## src/rtl/vend_pkg.sv

```systemverilog
// Shared vending-machine types: transaction states, coin codes and coin values.
// Imported by the transaction engine and the HDMI text overlay.
package vend_pkg;

    typedef enum logic [1:0] {
        ST_IDLE       = 2'b00,
        ST_COLLECTING = 2'b01,
        ST_CHANGE     = 2'b10
    } state_t;

    typedef enum logic [1:0] {
        COIN_5   = 2'b00,
        COIN_10  = 2'b01,
        COIN_25  = 2'b10,
        COIN_100 = 2'b11
    } coin_t;

    function automatic logic [7:0] coin_value(input coin_t code);
        case (code)
            COIN_5:   return 8'd5;
            COIN_10:  return 8'd10;
            COIN_25:  return 8'd25;
            default:  return 8'd100;
        endcase
    endfunction

endpackage

```

## src/rtl/vend_hold_timer.sv

```systemverilog
// Down-counter that times the CHANGE display; done is high during the last
// held cycle so the FSM leaves CHANGE on the same edge the count reaches 0.
module vend_hold_timer #(
    parameter int HOLD_CYCLES = 75_000_000,
    localparam int W = $clog2(HOLD_CYCLES + 1)
) (
    input  logic clk,
    input  logic rst,
    input  logic load,
    output logic done
);

    localparam logic [W-1:0] LOAD_VAL = W'(HOLD_CYCLES);

    logic [W-1:0] count_q;

    // NOTE: sequential state uses non-blocking assignments so every register
    // samples pre-edge values regardless of process ordering.
    always_ff @(posedge clk) begin
        if (rst) begin
            count_q <= '0;
        end else if (load) begin
            count_q <= LOAD_VAL;
        end else if (count_q != '0) begin
            count_q <= count_q - W'(1);
        end
    end

    assign done = (count_q == W'(1));

endmodule

```

## src/rtl/vend_controller.sv

```systemverilog
// Vending transaction engine: credits coins, arbitrates cancel > select > coin,
// and drives the registered status bus for the overlay plus one-cycle strobes.
module vend_controller
    import vend_pkg::*;
#(
    parameter int PRICE_0     = 75,
    parameter int PRICE_1     = 50,
    parameter int PRICE_2     = 100,
    parameter int PRICE_3     = 125,
    parameter int MAX_TOTAL   = 200,
    parameter int HOLD_CYCLES = 75_000_000
) (
    input  logic       clk,
    input  logic       rst,
    input  logic       coin_valid,
    input  logic [1:0] coin_code,
    input  logic       sel_valid,
    input  logic [1:0] sel_item,
    input  logic       cancel,
    output logic [1:0] state,
    output logic [7:0] total,
    output logic [7:0] change,
    output logic [1:0] selected_item,
    output logic       show_text,
    output logic       dispense,
    output logic       coin_reject,
    output logic       sel_denied
);

    function automatic logic [7:0] price_of(input logic [1:0] idx);
        case (idx)
            2'd0:    return 8'(PRICE_0);
            2'd1:    return 8'(PRICE_1);
            2'd2:    return 8'(PRICE_2);
            default: return 8'(PRICE_3);
        endcase
    endfunction

    state_t     state_q, state_n;
    logic [7:0] total_n, change_n;
    logic [1:0] item_n;
    logic       dispense_n, reject_n, denied_n;
    logic       hold_load, hold_done;
    logic [8:0] coin_sum;
    logic       coin_fits;
    logic [7:0] price;

    vend_hold_timer #(.HOLD_CYCLES(HOLD_CYCLES)) u_hold_timer (
        .clk  (clk),
        .rst  (rst),
        .load (hold_load),
        .done (hold_done)
    );

    // Nine-bit sum so an over-limit coin is refused rather than wrapping.
    assign coin_sum  = {1'b0, total} + {1'b0, coin_value(coin_t'(coin_code))};
    assign coin_fits = (coin_sum <= 9'(MAX_TOTAL));
    assign price     = price_of(sel_item);

    // NOTE: every output of this block gets a default first, so no path can
    // leave a signal unassigned and infer a latch.
    always_comb begin
        state_n    = state_q;
        total_n    = total;
        change_n   = change;
        item_n     = selected_item;
        dispense_n = 1'b0;
        reject_n   = 1'b0;
        denied_n   = 1'b0;
        hold_load  = 1'b0;

        case (state_q)
            ST_IDLE: begin
                if (cancel) begin
                    reject_n = coin_valid;
                end else if (sel_valid) begin
                    denied_n = 1'b1;
                    reject_n = coin_valid;
                end else if (coin_valid) begin
                    if (coin_fits) begin
                        total_n = coin_sum[7:0];
                        state_n = ST_COLLECTING;
                    end else begin
                        reject_n = 1'b1;
                    end
                end
            end

            ST_COLLECTING: begin
                if (cancel) begin
                    change_n  = total;
                    total_n   = 8'd0;
                    state_n   = ST_CHANGE;
                    hold_load = 1'b1;
                    reject_n  = coin_valid;
                end else if (sel_valid) begin
                    reject_n = coin_valid;
                    if (total >= price) begin
                        change_n   = total - price;
                        item_n     = sel_item;
                        dispense_n = 1'b1;
                        total_n    = 8'd0;
                        state_n    = ST_CHANGE;
                        hold_load  = 1'b1;
                    end else begin
                        denied_n = 1'b1;
                    end
                end else if (coin_valid) begin
                    if (coin_fits) begin
                        total_n = coin_sum[7:0];
                    end else begin
                        reject_n = 1'b1;
                    end
                end
            end

            ST_CHANGE: begin
                reject_n = coin_valid;
                denied_n = sel_valid;
                if (hold_done) begin
                    change_n = 8'd0;
                    state_n  = ST_IDLE;
                end
            end

            default: begin
                state_n = ST_IDLE;
            end
        endcase
    end

    always_ff @(posedge clk) begin
        if (rst) begin
            state_q       <= ST_IDLE;
            total         <= 8'd0;
            change        <= 8'd0;
            selected_item <= 2'd0;
            show_text     <= 1'b1;
            dispense      <= 1'b0;
            coin_reject   <= 1'b0;
            sel_denied    <= 1'b0;
        end else begin
            state_q       <= state_n;
            total         <= total_n;
            change        <= change_n;
            selected_item <= item_n;
            dispense      <= dispense_n;
            coin_reject   <= reject_n;
            sel_denied    <= denied_n;
        end
    end

    assign state = state_q;

endmodule

```

## config.mk

```make
export PLATFORM = sky130hd
export DESIGN_NAME = vend_controller
export DESIGN_NICKNAME = d
export VERILOG_FILES = /design/src/rtl/vend_pkg.sv /design/src/rtl/vend_hold_timer.sv /design/src/rtl/vend_controller.sv
export SDC_FILE = /design/constraint.sdc
export NUM_CORES = 1
export LEC_CHECK = 0
export ABC_CLOCK_PERIOD_IN_PS = 4700
export CORE_MARGIN = 3
export CORE_UTILIZATION = 50
export DETAILED_ROUTE_END_ITERATION = 10
export PLACE_DENSITY_LB_ADDON = 0.3
export SLEW_MARGIN = 20
export SYNTH_ARGS = -nofsm -noshare
export SYNTH_HDL_FRONTEND = slang
export SYNTH_SLANG_ARGS = --single-unit
```

## constraint.sdc

```tcl
create_clock -name clk -period 4.7 [get_ports clk]
set_input_delay 0.94 -clock clk [delete_from_list [all_inputs] [get_ports clk]]
set_output_delay 0.94 -clock clk [all_outputs]
set_load 0.01 [all_outputs]
```

== Word-level counts from Yosys, hierarchy flattened ==
Index checks and enable logic that the tools add are counted.

* Add/subtract/negate cells: 3
* Multiply operators: 0
* Div/mod/pow operators: 0
* $lt $le $gt $ge: 2
* Equal/unequal tests: 15
* Shift-type cells: 0
* Muxes and demuxes: 41
* Bitwise operators: 2
* Reduce and logical (&&, ||, !) cells: 14

{| class="wikitable"
|+ Operators by type and width
! kind !! number
|-
| two-way mux 8 bit || 11
|-
| two-way mux 27 bit || 2
|-
| one-hot mux 7 bit (3 select lines) || 2
|-
| one-hot mux 8 bit (2 select lines) || 2
|-
| equality test 27 x 1 -> 1 bit (second input constant) || 1
|-
| nonzero test 27 bit || 1
|-
| subtractor 27 x 1 -> 27 bit (second input constant) || 1
|-
| two-way mux 2 bit || 8
|-
| two-way mux 1 bit || 13
|-
| AND reduction 4 bit || 3
|-
| inequality test 2 bit (second input constant) || 5
|-
| adder 8 x 8 -> 9 bit || 1
|-
| less-or-equal comparator 9 x 8 -> 1 bit (second input constant) || 1
|-
| greater-or-equal comparator 8 bit || 1
|-
| subtractor 8 bit || 1
|-
| AND reduction 7 bit || 1
|-
| equality test 2 x 1 -> 1 bit (second input constant) || 3
|-
| equality test 2 bit (second input constant) || 3
|-
| logical NOT 2 bit || 3
|-
| inequality test 3 bit (second input constant) || 2
|-
| one-hot mux 2 bit (3 select lines) || 1
|-
| nonzero test 2 bit || 3
|-
| inequality test 4 bit (second input constant) || 1
|-
| OR reduction 2 bit || 2
|-
| 4 further kinds || 5
|}

* Flip-flop bits (word level): 50
* Bits in latches: 0
* Bits in writable memories: 0
* ROM bits: 0
* Bits of input ports: 9
* Word-level logic and storage cells: 86
* Memories kept: 0

== Longest topological paths before layout ==
* Word-level depth: 9
* Gate-level depth with buffers: 15

== By module ==
From an unflattened synthesis, not the netlist that was laid out.

* Cells, all modules: 401
* Area, all modules: 3271.9 µm²

{| class="wikitable"
|+ By module, submodules not included
! module !! times used !! cells each !! area each (µm²) !! seq. area each (µm²)
|-
| vend_controller || 1 || 242 || 1879.3 || 460.4
|-
| vend_hold_timer || 1 || 159 || 1392.6 || 540.5
|}

== Least setup slack after synthesis ==
No wires, ideal clock.

* Path type: in2reg
* Start: input sel_item[0]
* End: register total[6]
* Arrival time: 3.468 ns
* Setup slack: 1.172 ns
* Cell stages on the path: 14
* Buffers on the path: 0
* Cells stage by stage: inv_1 > ha_1 > inv_1 > ha_1 > inv_1 > fa_1 > a21o_1 > a21oi_1 > o21a_1 > o211a_1 > or3_1 > nand2_1 > or4_1 > nand2_1

* Cells in the longest elaborated chain, start to end: 5
* Elaborated cells on any way between the ends: 7

{| class="wikitable"
|+ RTL lines
! what !! line !! source
|-
| from (decl) || vend_controller.sv:18 || <nowiki>input logic [1:0] sel_item,</nowiki>
|-
| equality test 2 bit, or another cell as far along || vend_controller.sv:31 || <nowiki>case (idx)</nowiki>
|-
| one-hot mux 7 bit (3 select lines) * || vend_controller.sv:31 ||
|-
| greater-or-equal comparator 8 bit * || vend_controller.sv:98 || <nowiki>if (total >= price) begin</nowiki>
|-
| inequality test 4 bit (no source line) * || - ||
|-
| AND reduction 4 bit (no source line) * || - ||
|-
| to (signal assigned) || vend_controller.sv:144 || <nowiki>total <= total_n;</nowiki>
|-
| to (decl) || vend_controller.sv:21 || <nowiki>output logic [7:0] total,</nowiki>
|}

Mark *: on every way between the ends. The rest lies on a longest branch, timed or not.
A chain may end at the register's enable or synchronous reset.

== Worst setup path after layout ==
* Start: input coin_code[0]
* End: register total[5]

* Cells in the longest elaborated chain, start to end: 9
* Elaborated cells on any way between the ends: 13

{| class="wikitable"
|+ RTL lines
! what !! line !! source
|-
| from (decl) || vend_controller.sv:16 || <nowiki>input logic [1:0] coin_code,</nowiki>
|-
| equality test 2 bit, or another cell as far along || vend_pkg.sv:19 || <nowiki>case (code)</nowiki>
|-
| one-hot mux 7 bit (3 select lines) * || vend_pkg.sv:19 ||
|-
| adder 8 x 8 -> 9 bit * || vend_controller.sv:56 || <nowiki>assign coin_sum = {1'b0, total} + {1'b0, coin_value(coin_t'(coin_code))};</nowiki>
|-
| less-or-equal comparator 9 x 8 -> 1 bit || vend_controller.sv:57 || <nowiki>assign coin_fits = (coin_sum <= 9'(MAX_TOTAL));</nowiki>
|-
| two-way mux 8 bit * || vend_controller.sv:80, vend_controller.sv:109 ||
|-
| two-way mux 8 bit * || vend_controller.sv:79 || <nowiki>end else if (coin_valid) begin</nowiki>
|-
| two-way mux 8 bit, on equally long branches || vend_controller.sv:96, vend_controller.sv:76 ||
|-
| two-way mux 8 bit, on equally long branches || vend_controller.sv:90, vend_controller.sv:74 ||
|-
| one-hot mux 8 bit (2 select lines) * || vend_controller.sv:72 || <nowiki>case (state_q)</nowiki>
|}

Mark *: on every way between the ends. The rest lies on a longest branch, timed or not. The select of a mux whose other input is x is not followed.

==> out/qor.yml <==
fin_area_um2: 3538
fin_util_pct: 61.61
synth_top_cell_by_area: "dfxtp_1"
rsz0062_at_grt: "no"
die_w_um: 84.43
drtIter0Drc: 163
ys_seq_elements: 50
cts.repair.resized: 0
crit_path_start_kind: "input pin"
avgSynthCellArea_um2: 8.072
port_buffers: 31
setup_violations: 0
max_cap_viol_count: 0
maxSlewHeadroom_pct: 35.20
tightest_slew_ps: 968.9
clockBufferDepth: 2
cp_common_cell: "ha_1"
nNetsFinal: 439
grt_max_degree: 26
start_util_pct: 53.55
place_area_um2: 3428
clock_sinks: 50
peakVddDrop_mv: 0.3767
synth_nets: 415
wirelength_mm: 6.775
root_buffer: "clkbuf_8"
post_cts_buffers: 0
die_h_um: 84.43
ios: 33
max_freq_ghz: 0.2397
routabilityCongestion: 0.8592
grt.total_usage_pct: 19.49
yosysWarnings: 0
antenna_cells: 0
synthFlopType: "dfxtp_1"
synth_most_common_cell: "dfxtp_1"
slew_viol_final: 0
vias_per_cell: 5.674
netlist.area_leader.share_pct: 32.55
drc: 0
dpl.hpwl_mm: 5.054
wl_per_cell_um: 14.17
period_needed_ps: 4171
post_route_cells_drive_above_1_share_pct: 5.665
antenna_found_initial: 0
path_class: "in2reg"
tritoncts: "yes"
grt_pass1_wl_mm: 11.63
syn_area_um2: 3075
synthArstFlopShare_pct: 0
fin_setup_tns_ps: 0
synth_edf_count: 0
ant_nets: 0
finalHoldViolCount: 0
p_total_mw: 1.521
worstSetupEndpointType: "flip-flop"
drt-pass1-iter-count: 4
overflow: 0
dieArea_um2: 7128
rows: 27
clk_latency_ps: 300
hold_class: "reg2reg"
outcome: "finished, final reports clean"
core_um2: 5743
yosys-top-cells-area: "dfxtp_1 33%, ha_1 9.4%, a21oi_1 6.2%"
clk_pin_slew_worst_paths_ps: 90
ctsHoldBuffers: 0
vias: 2712
syn-instance-count: 381
grt_pass1_vias: 2559
netlist-cell-type-count: 55
cp_max_fo: 13
required_ps: 4940
cpPeakStageDelay_ps: 550
slowest_stage: "clkdlybuf4s50_1"
critPathArrivalTime_ps: 4410
ys_top_cells_by_count: "50 x dfxtp_1, 48 x nor2_1, 38 x a21oi_1"
area_delta_synth_final_pct: 15.05
cp_cell_sequence: "clkdlybuf4s50_1 -> inv_1 -> ha_1 -> ha_1 -> o21ai_0 -> o21bai_1 -> o32ai_1 -> or4b_1 -> o211ai_2 -> nand3_1 -> or3_1 -> a21oi_1"
cts_buffers: 5
finalCritPeriodShare_pct: 88.75
power.density_nw_per_um2: 429.8
htreeDepth: 2
p_leak_nw: 1.370
clock_skew_ps: 5.590
yosysSeqAreaShare_pct: 32.55
-- sequential cells by signal (all words and copies together) (netlist names) --
name,count
change,8
sel_denied,1
u_hold_timer.count_q,27
dispense,1
state,2
coin_reject,1
total,8
selected_item,2
-- report_power, final --
| part | internal, mW | leakage, nW | switching (mW) |
|---|---|---|---|
| sequential | 0.498 | 0.407 | 0.0712 |
| combinational | 0.304 | 0.905 | 0.358 |
| clock | 0.149 | 0.0575 | 0.140 |
| total | 0.951 | 1.37 | 0.570 |
-- final timing paths --
check / cells past startpoint / to / slack, ps / start
hold reg to reg: 2 / change[2]$_SDFFE_PP0P_ / 480 / change[2]$_SDFFE_PP0P_
setup reg to reg: 11 / total[5]$_SDFFE_PP0P_ / 1330 / total[0]$_SDFFE_PP0P_
setup / recovery: 12 / total[5]$_SDFFE_PP0P_ / 530 / coin_code[0]
hold / removal: 2 / change[2]$_SDFFE_PP0P_ / 480 / change[2]$_SDFFE_PP0P_
-- cell usage in the layout, fill, tap and decap left out, types with 5 or more instances in the layout --
cell	instances
dfxtp_1	50
clkdlybuf4s50_1	31
nand3_1	9
a21oi_1	38
nor3b_1	5
xor2_1	11
ha_1	23
mux2i_1	6
inv_1	20
xnor2_1	19
nand2b_1	7
or3_1	8
nor3_1	13
nor4_1	5
a211oi_1	5
o21ai_0	19
nand2_1	28
clkbuf_8	8
nor2_1	48
-- layer usage --
layer	track usage, %	vias up	routed length [um]
met5	0	-	0
met4	5.899	0	76
met3	4.024	8	373
met2	30.42	65	2921
met1	27.23	1253	3404
li1	-	1386	-
-- critical path: cells and delay by family --
kind / cells / cell delay [ps]
and+or+nand+nor: 3 / 1350
adders and majority gates: 2 / 680
AOI/OAI and AO/OA: 5 / 800
buffers and inverters: 2 / 640
-- metrics by stage --
stage	hold WS (ps)	instances	setup WS [ps]
after floorplan	448.0	381	1172
after global placement	455.9	470	351.2
after detailed placement	468.1	470	247.1
after CTS	484.8	478	552.7
after global routing	500.4	478	232.9
final	477.2	478	528.8
-- cells by family (layout without fill, tap and decap cells) --
group / count (synthesis) / count (layout) / synth area share (%)
buf+inv: 37 / 62 / 4.719
compound gates: 85 / 85 / 16.92
other cells: 1 / 1 / 0.1219
flops: 50 / 50 / 32.55
simple gates: 147 / 147 / 24.53
xor+xnor: 30 / 30 / 8.543
mux: 6 / 6 / 1.953
fa+ha+maj: 25 / 25 / 10.66
-- area by class of cell --
cell class / instances / area (um2)
fillers: 514 / 2205
multi-input cells: 294 / 1929
flip-flops and latches: 50 / 1001
repair buffers: 34 / 332.8
clock buffers: 8 / 110.1
well taps: 72 / 90.09
inverters: 20 / 75.07
(Power assumes the default switching activity.)
